--- config.mk ---
export PLATFORM = sky130hd
export DESIGN_NAME = piezo_arbiter
export DESIGN_NICKNAME = d
export VERILOG_FILES = /design/src/rtl/piezo_arbiter.sv
export SDC_FILE = /design/constraint.sdc
export NUM_CORES = 1
export LEC_CHECK = 0
export ABC_AREA = 1
export CORE_UTILIZATION = 59
export DETAILED_ROUTE_END_ITERATION = 8
export GPL_TIMING_DRIVEN = 0
export PLACE_DENSITY = 0.87
export SYNTH_ARGS = -nofsm -noshare
export SYNTH_HDL_FRONTEND = slang
export SYNTH_SLANG_ARGS = --single-unit
--- constraint.sdc ---
create_clock -name CLK -period 4.6 [get_ports CLK]
set_input_delay 0.46 -clock CLK [delete_from_list [all_inputs] [get_ports CLK]]
set_output_delay 0.46 -clock CLK [all_outputs]
set_load 0.005 [all_outputs]
--- src/rtl/piezo_arbiter.sv ---
// Buzzer arbiter: a single piezo is shared by the alarm melody, the timer
// beep sequence and key clicks. The alarm has priority over the timer, and
// the timer has priority over key clicks. A timer that is preempted or
// blocked by the alarm is remembered and replayed once the alarm ends.
//
// state  | meaning
// IDLE   | no owner, buzzer silent
// ALARM  | buzzer follows the melody generator, delayed by one clock
// T_BEEP | timer beep tone, beep number beep_cnt
// T_GAP  | silence between two timer beeps
// KEY    | key click tone
module piezo_arbiter #(
    parameter int unsigned KEY_DIV    = 500,
    parameter int unsigned TIMER_DIV  = 602,
    parameter int unsigned KEY_LEN    = 50_000,
    parameter int unsigned BEEP_LEN   = 100_000,
    parameter int unsigned GAP_LEN    = 100_000,
    parameter int unsigned BEEP_COUNT = 3
) (
    input  logic       CLK,
    input  logic       RESET,
    input  logic       ALARM_REQ,
    input  logic       ALARM_PIEZO,
    input  logic       TIMER_REQ,
    input  logic       KEY_REQ,
    output logic       PIEZO,
    output logic [1:0] GRANT,
    output logic       BUSY,
    output logic       TIMER_PEND
);

    typedef enum logic [2:0] {
        IDLE   = 3'd0,
        ALARM  = 3'd1,
        T_BEEP = 3'd2,
        T_GAP  = 3'd3,
        KEY    = 3'd4
    } state_t;

    localparam logic [15:0] KEY_DIV_C   = 16'(KEY_DIV);
    localparam logic [15:0] TIMER_DIV_C = 16'(TIMER_DIV);
    localparam logic [31:0] KEY_LAST    = 32'(KEY_LEN - 1);
    localparam logic [31:0] BEEP_LAST   = 32'(BEEP_LEN - 1);
    localparam logic [31:0] GAP_LAST    = 32'(GAP_LEN - 1);
    localparam logic [2:0]  LAST_BEEP   = 3'(BEEP_COUNT - 1);

    state_t      state;
    state_t      state_nxt;
    logic [31:0] dur_cnt;
    logic [15:0] tone_cnt;
    logic [2:0]  beep_cnt;
    logic [15:0] tone_div;

    assign tone_div = (state == KEY) ? KEY_DIV_C : TIMER_DIV_C;

    function automatic logic [1:0] grant_of(input state_t s);
        case (s)
            ALARM:         grant_of = 2'b11;
            T_BEEP, T_GAP: grant_of = 2'b10;
            KEY:           grant_of = 2'b01;
            default:       grant_of = 2'b00;
        endcase
    endfunction

    // Next owner: alarm level wins everywhere, then the timer, then key clicks.
    always_comb begin
        state_nxt = state;
        if (ALARM_REQ) begin
            state_nxt = ALARM;
        end else begin
            case (state)
                IDLE: begin
                    if (TIMER_REQ)    state_nxt = T_BEEP;
                    else if (KEY_REQ) state_nxt = KEY;
                end
                ALARM: begin
                    // A timer expiring on the same edge the alarm drops is
                    // served directly instead of going through the pending flag.
                    if (TIMER_PEND || TIMER_REQ) state_nxt = T_BEEP;
                    else                         state_nxt = IDLE;
                end
                T_BEEP: begin
                    if (dur_cnt == BEEP_LAST)
                        state_nxt = (beep_cnt < LAST_BEEP) ? T_GAP : IDLE;
                end
                T_GAP: begin
                    if (dur_cnt == GAP_LAST) state_nxt = T_BEEP;
                end
                KEY: begin
                    if (TIMER_REQ)                state_nxt = T_BEEP;
                    else if (dur_cnt == KEY_LAST) state_nxt = IDLE;
                end
                default: state_nxt = IDLE;
            endcase
        end
    end

    // State, registered outputs, tone/duration counters and timer bookkeeping.
    always_ff @(posedge CLK or posedge RESET) begin
        if (RESET) begin
            state      <= IDLE;
            GRANT      <= 2'b00;
            BUSY       <= 1'b0;
            PIEZO      <= 1'b0;
            TIMER_PEND <= 1'b0;
            dur_cnt    <= '0;
            tone_cnt   <= '0;
            beep_cnt   <= '0;
        end else begin
            state <= state_nxt;
            GRANT <= grant_of(state_nxt);
            BUSY  <= (state_nxt != IDLE);

            // Every transition restarts the tone phase and duration from silence.
            if (state_nxt != state) begin
                dur_cnt  <= '0;
                tone_cnt <= '0;
                PIEZO    <= 1'b0;
            end else begin
                case (state)
                    ALARM: PIEZO <= ALARM_PIEZO;
                    T_BEEP, KEY: begin
                        dur_cnt <= dur_cnt + 32'd1;
                        if (tone_cnt == tone_div) begin
                            tone_cnt <= '0;
                            PIEZO    <= ~PIEZO;
                        end else begin
                            tone_cnt <= tone_cnt + 16'd1;
                        end
                    end
                    T_GAP:   dur_cnt <= dur_cnt + 32'd1;
                    default: ;
                endcase
            end

            // beep_cnt only survives while the timer sequence owns the buzzer.
            if (state_nxt != T_BEEP && state_nxt != T_GAP)
                beep_cnt <= '0;
            else if (state == T_BEEP && state_nxt == T_GAP)
                beep_cnt <= beep_cnt + 3'd1;
            else if (state_nxt == T_BEEP && state != T_GAP && state != T_BEEP)
                beep_cnt <= '0;

            // The pending flag records a timer lost to the alarm; it is
            // consumed when the alarm releases the buzzer.
            if (ALARM_REQ) begin
                if (TIMER_REQ || state == T_BEEP || state == T_GAP)
                    TIMER_PEND <= 1'b1;
            end else if (state == ALARM) begin
                TIMER_PEND <= 1'b0;
            end
        end
    end

endmodule
## Word level (Yosys, flattened, before mapping)

Index checks and enable logic that the tools add are counted.

- Register bits: 59
- Input bits: 6
- Output and inout bits: 5
- Word-level logic and storage cells: 76

- $add $sub $neg: 3
- $lt $le $gt $ge: 1
- Eq/ne operators: 18
- Mux-type cells: 26
- Bitwise operators: 1
- Reduce and logical (&&, ||, !) cells: 19

Operator list:

| operator | count |
|---|---|
| 2-to-1 mux 32 bit | 2 |
| 2-to-1 mux 16 bit | 3 |
| adder 32 x 1 -> 32 bit (second input constant) | 1 |
| == test 32 x 16 -> 1 bit (second input constant) | 1 |
| == test 32 x 17 -> 1 bit (second input constant) | 1 |
| 2-to-1 mux 3 bit | 10 |
| adder 16 x 1 -> 16 bit (second input constant) | 1 |
| == test 16 x 10 -> 1 bit | 1 |
| case mux 3 bit (5 select lines) | 1 |
| == test 3 x 2 -> 1 bit (second input constant) | 4 |
| inequality test 3 x 2 -> 1 bit (second input constant) | 4 |
| 2-to-1 mux 10 bit | 1 |
| nonzero test 3 bit | 3 |
| == test 3 x 1 -> 1 bit (second input constant) | 2 |
| == test 3 bit (second input constant) | 2 |
| case mux 2 bit (3 select lines) | 1 |
| nonzero test 2 bit | 3 |
| 2-to-1 mux 1 bit | 5 |
| logical AND 1 bit | 4 |
| 2-to-1 mux 2 bit | 2 |
| AND reduction 2 bit | 2 |
| OR reduction 2 bit | 2 |
| adder 3 x 1 -> 3 bit (second input constant) | 1 |
| logical NOT 3 bit | 1 |
| other kinds (8) | 10 |

## Logic depth before layout (Yosys ltp)

- Depth after elaboration: 11
- Depth in mapped cells: 19
- Gate-level depth less buffers: 18

## Worst setup path after synthesis

OpenSTA, ideal clock, no wires.

- Path kind: register to register
- Start point: register dur_cnt[0]
- End point: register PIEZO
- Setup time: 117 ps
- Arrival time: 1,939 ps
- Data required time: 4,483 ps
- Slack: 2,545 ps
- Cell stages (with the launch flop): 16
- Buffers on the path: 1
- Clock period less this slack: 2,055 ps
- Cell sequence: dfrtp_1 ha_1 nand2_2 nor2_4 nand2_1 nor2_1 nand2_1 nand2_1 nand2_1 nand3_1 nand2_2 nor2_4 nand3_1 buf_4 nand3_1 nand2_1

- Word-level cells in the longest chain between the ends: 8
- Elaborated cells between the ends (all ways): 13
- Those cells by class: eq/ne (4); mux (7); reduce/logical (2)

RTL lines:

| item | line | RTL |
|---|---|---|
| from (decl) | 49 | `logic [31:0] dur_cnt;` |
| from (signal assigned) | 123 | `dur_cnt <= dur_cnt + 32'd1;` |
| from (signal assigned) | 131 | `T_GAP: dur_cnt <= dur_cnt + 32'd1;` |
| == test 32 x 16 -> 1 bit | 91 | `else if (dur_cnt == KEY_LAST) state_nxt = IDLE;` |
| 2-to-1 mux 3 bit | 91 |  |
| 2-to-1 mux 3 bit | 90 | `if (TIMER_REQ) state_nxt = T_BEEP;` |
| case mux 3 bit (5 select lines) * | 71 | `case (state)` |
| 2-to-1 mux 3 bit * | 68 | `if (ALARM_REQ) begin` |
| inequality test 3 bit * | 115 | `if (state_nxt != state) begin` |
| inequality test 3 bit (no source line) / nonzero test 3 bit (equally long branches) | - |  |
| AND reduction 2 bit (no source line) | - |  |
| to (signal assigned) | 126 | `PIEZO <= ~PIEZO;` |
| to (decl) | 26 | `output logic PIEZO,` |

Every way passes the cells marked *; elsewhere a longest branch is shown, timed or not.
A chain may end at the register's enable or synchronous reset.

## Worst setup path after layout

Ends and elaborated chain as after synthesis.

==> reports/results.ini <==
[outcome]
run_status = finished, final reports clean

[sta]
worst_slew_pin_slew_ns = 0.773
hold_slack_ns = 0.392
finalClockSkew_ns = 0.0128
rsz0062_at_grt = false
finalSetupViolCount = 0
timing.slew.headroom = 0.480
hold_viol = 0
fin_tns_setup_ns = 0
slew_violations = 0
final.min_clock_period_ns = 2.66
max_freq_mhz = 376
min_period_over_period = 0.579

[clock_tree]
cts_buffer_depth = 2
post-cts-setup-buffer-count = 0
clock_latency_ns = 0.36
cts.sinks = 59
post_cts_resized = 0
cts_buffers = 9
htree_levels = 3
ctsHoldBuffers = 0
cts_tree = built
clockRootBuffer = clkbuf_8
clk_pin_slew_worst_paths_ns = 0.07

[detailed_routing]
drt-vias-per-instance = 5.86
wl_mm = 9.49
drt_iter0_drc = 436
wl_per_cell_um = 14.7
ant_nets = 0
drt-pass1-iter-count = 5
vias = 3777
drcViolationCount = 0

[worst_setup_path]
crit_path_start_kind = flop
cpPeakStageDelay_ns = 0.40
crit_path_cell_trace = ha_1 -> nand2_2 -> nor2_4 -> nand2_1 -> nor2_1 -> nand2_1 -> nand2_1 -> nand2_1 -> nand3_1 -> nand2_2 -> nor2_4 -> nand3_1 -> buf_4 -> nand3_1 -> nand2_1
path_max_fanout = 10
crit_family = simple AND/OR/NAND/NOR gates
crit_required_ns = 4.84
worstPathArrival_ns = 2.90
end_kind = flop
crit_top_cell = nand2_1
crit_path_top_delay_cell = dfrtp_1
critPathKind = reg2reg
critPathBufInv = 1

[power_and_ir_drop]
power.density_nw_per_um2 = 313
power_w = 0.00135
max-vdd-ir-drop_mv = 0.247
p_leak_nw = 1.89

[floorplan]
die_h_um = 82.7
num_rows = 29
core_area_um2 = 6310
die_area_um2 = 6840
start_util = 0.609
io_pins = 11
die_w_um = 82.7

[global_routing]
grt_overflow = 0
grt_max_degree = 45
grt_pass1_wl_mm = 15.8
antenna_found_initial = 0
grt_pass1_vias = 3573
grt_util_all_layers = 0.307

[placed_design]
routabilityCongestion = 0.943
dp_cells = 629
hpwlAfterDp_mm = 6.87
port_buffers = 10

[synth]
yosysUniqueCellTypes = 34
ys.flop_type = dfrtp_1
syn_area_um2 = 3840
ys_seq_elements = 59
syn_avg_cell_area_um2 = 7.10
ys_warn_count = 0
ys_seq_area_frac = 0.384
synth_edf_count = 0
async_flop_share = 1.00
synthCells = 541
syn_nets = 550

[final_layout]
fin_util = 0.683
final_cells = 645
fin_nets = 572
diodes = 0
drive_gt1_frac = 0.106
fillers = 524
area_growth_pct = 12.1

[min_path]
hp-class = in2async

[run]
drv_cap = 0

logic make-up (layout without fill, tap and decap cells):
| logic type | count (synthesis) | count (layout) | share of synthesized area |
|---|---|---|---|
| simple gates | 319 | 319 | 0.367 |
| buf+inv | 75 | 102 | 0.0846 |
| fa+ha+maj | 3 | 3 | 0.00977 |
| flops | 59 | 59 | 0.384 |
| xor+xnor | 33 | 33 | 0.0752 |
| compound gates | 52 | 52 | 0.0791 |
path summary, 6_finish.rpt:
kind,start,to,slack (ns),cells after the start
max,dur_cnt[0],PIEZO,1.94,15
min,RESET,dur_cnt[27],0.39,2
max reg2reg,dur_cnt[0],PIEZO,1.94,15
min reg2reg,beep_cnt[0],beep_cnt[0],0.49,1
max in group asynchronous,RESET,dur_cnt[2],3.66,3
min in group CLK,beep_cnt[0],beep_cnt[0],0.49,1
layer usage:
layer  vias to the layer above  GRT usage  wire, um
li1                       1788          -         -
met1                      1774      0.390      4010
met2                       177      0.496      4550
met3                        38     0.0484       591
met4                         0      0.176       334
met5                         -          0         0
cells in the mapped netlist, drive strengths merged (2+ instances only):
master	number	area (um^2)
clkinv	2	7.51
nand2	154	606
inv	63	241
buf	9	72.6
nor4	6	37.5
nor2	83	353
dfrtp	59	1480
nand4	23	144
xor2	31	272
nand3	39	195
xnor2	2	17.5
o21ai	43	249
ha	3	37.5
a21oi	5	25.0
nor3	11	55.1
layout make-up:
class	instances	area (um^2)	share of cell area
multi-input combinational	407	2040	0.474
inverter	65	249	0.0578
clock buffer	10	138	0.0319
tap	77	96.3	0.0224
buffer	10	76.3	0.0177
sequential	59	1480	0.343
clock inverter	6	113	0.0261
timing repair buffer	11	120	0.0279
power breakdown:
| part | total, W | internal [W] | switching, W | leakage (nW) |
|---|---|---|---|---|
| combinational | 0.000196 | 0.0000631 | 0.000133 | 0.955 |
| sequential | 0.000551 | 0.000534 | 0.0000166 | 0.806 |
| clock | 0.000603 | 0.000375 | 0.000227 | 0.126 |
| total | 0.00135 | 0.000973 | 0.000377 | 1.89 |
state kept, by name (all words and copies together), names as in the netlist:
| name | cells |
|---|---|
| dur_cnt | 32 |
| TIMER_PEND | 1 |
| BUSY | 1 |
| state | 3 |
| tone_cnt | 16 |
| beep_cnt | 3 |
| GRANT | 2 |
| PIEZO | 1 |
cells in the final DEF (no fill, tap or decap), types with 11 or more instances in the layout:
cell / n
nand2_1: 145
nor2_1: 78
dfrtp_1: 59
inv_1: 53
nand3_1: 39
xor2_1: 31
nand4_1: 23
o21ai_1: 22
o21ai_0: 12
nor3_1: 11
per-stage QoR:
step / area [um^2] / worst slack (ns)
final: 4310 / 1.94
after CTS: 4310 / 1.95
after floorplan: 3840 / 2.54
after global routing: 4310 / 1.74
after detailed placement: 4060 / 1.95
after global placement: 4040 / 1.65
No activity file was read; power rests on OpenSTA's default activity.
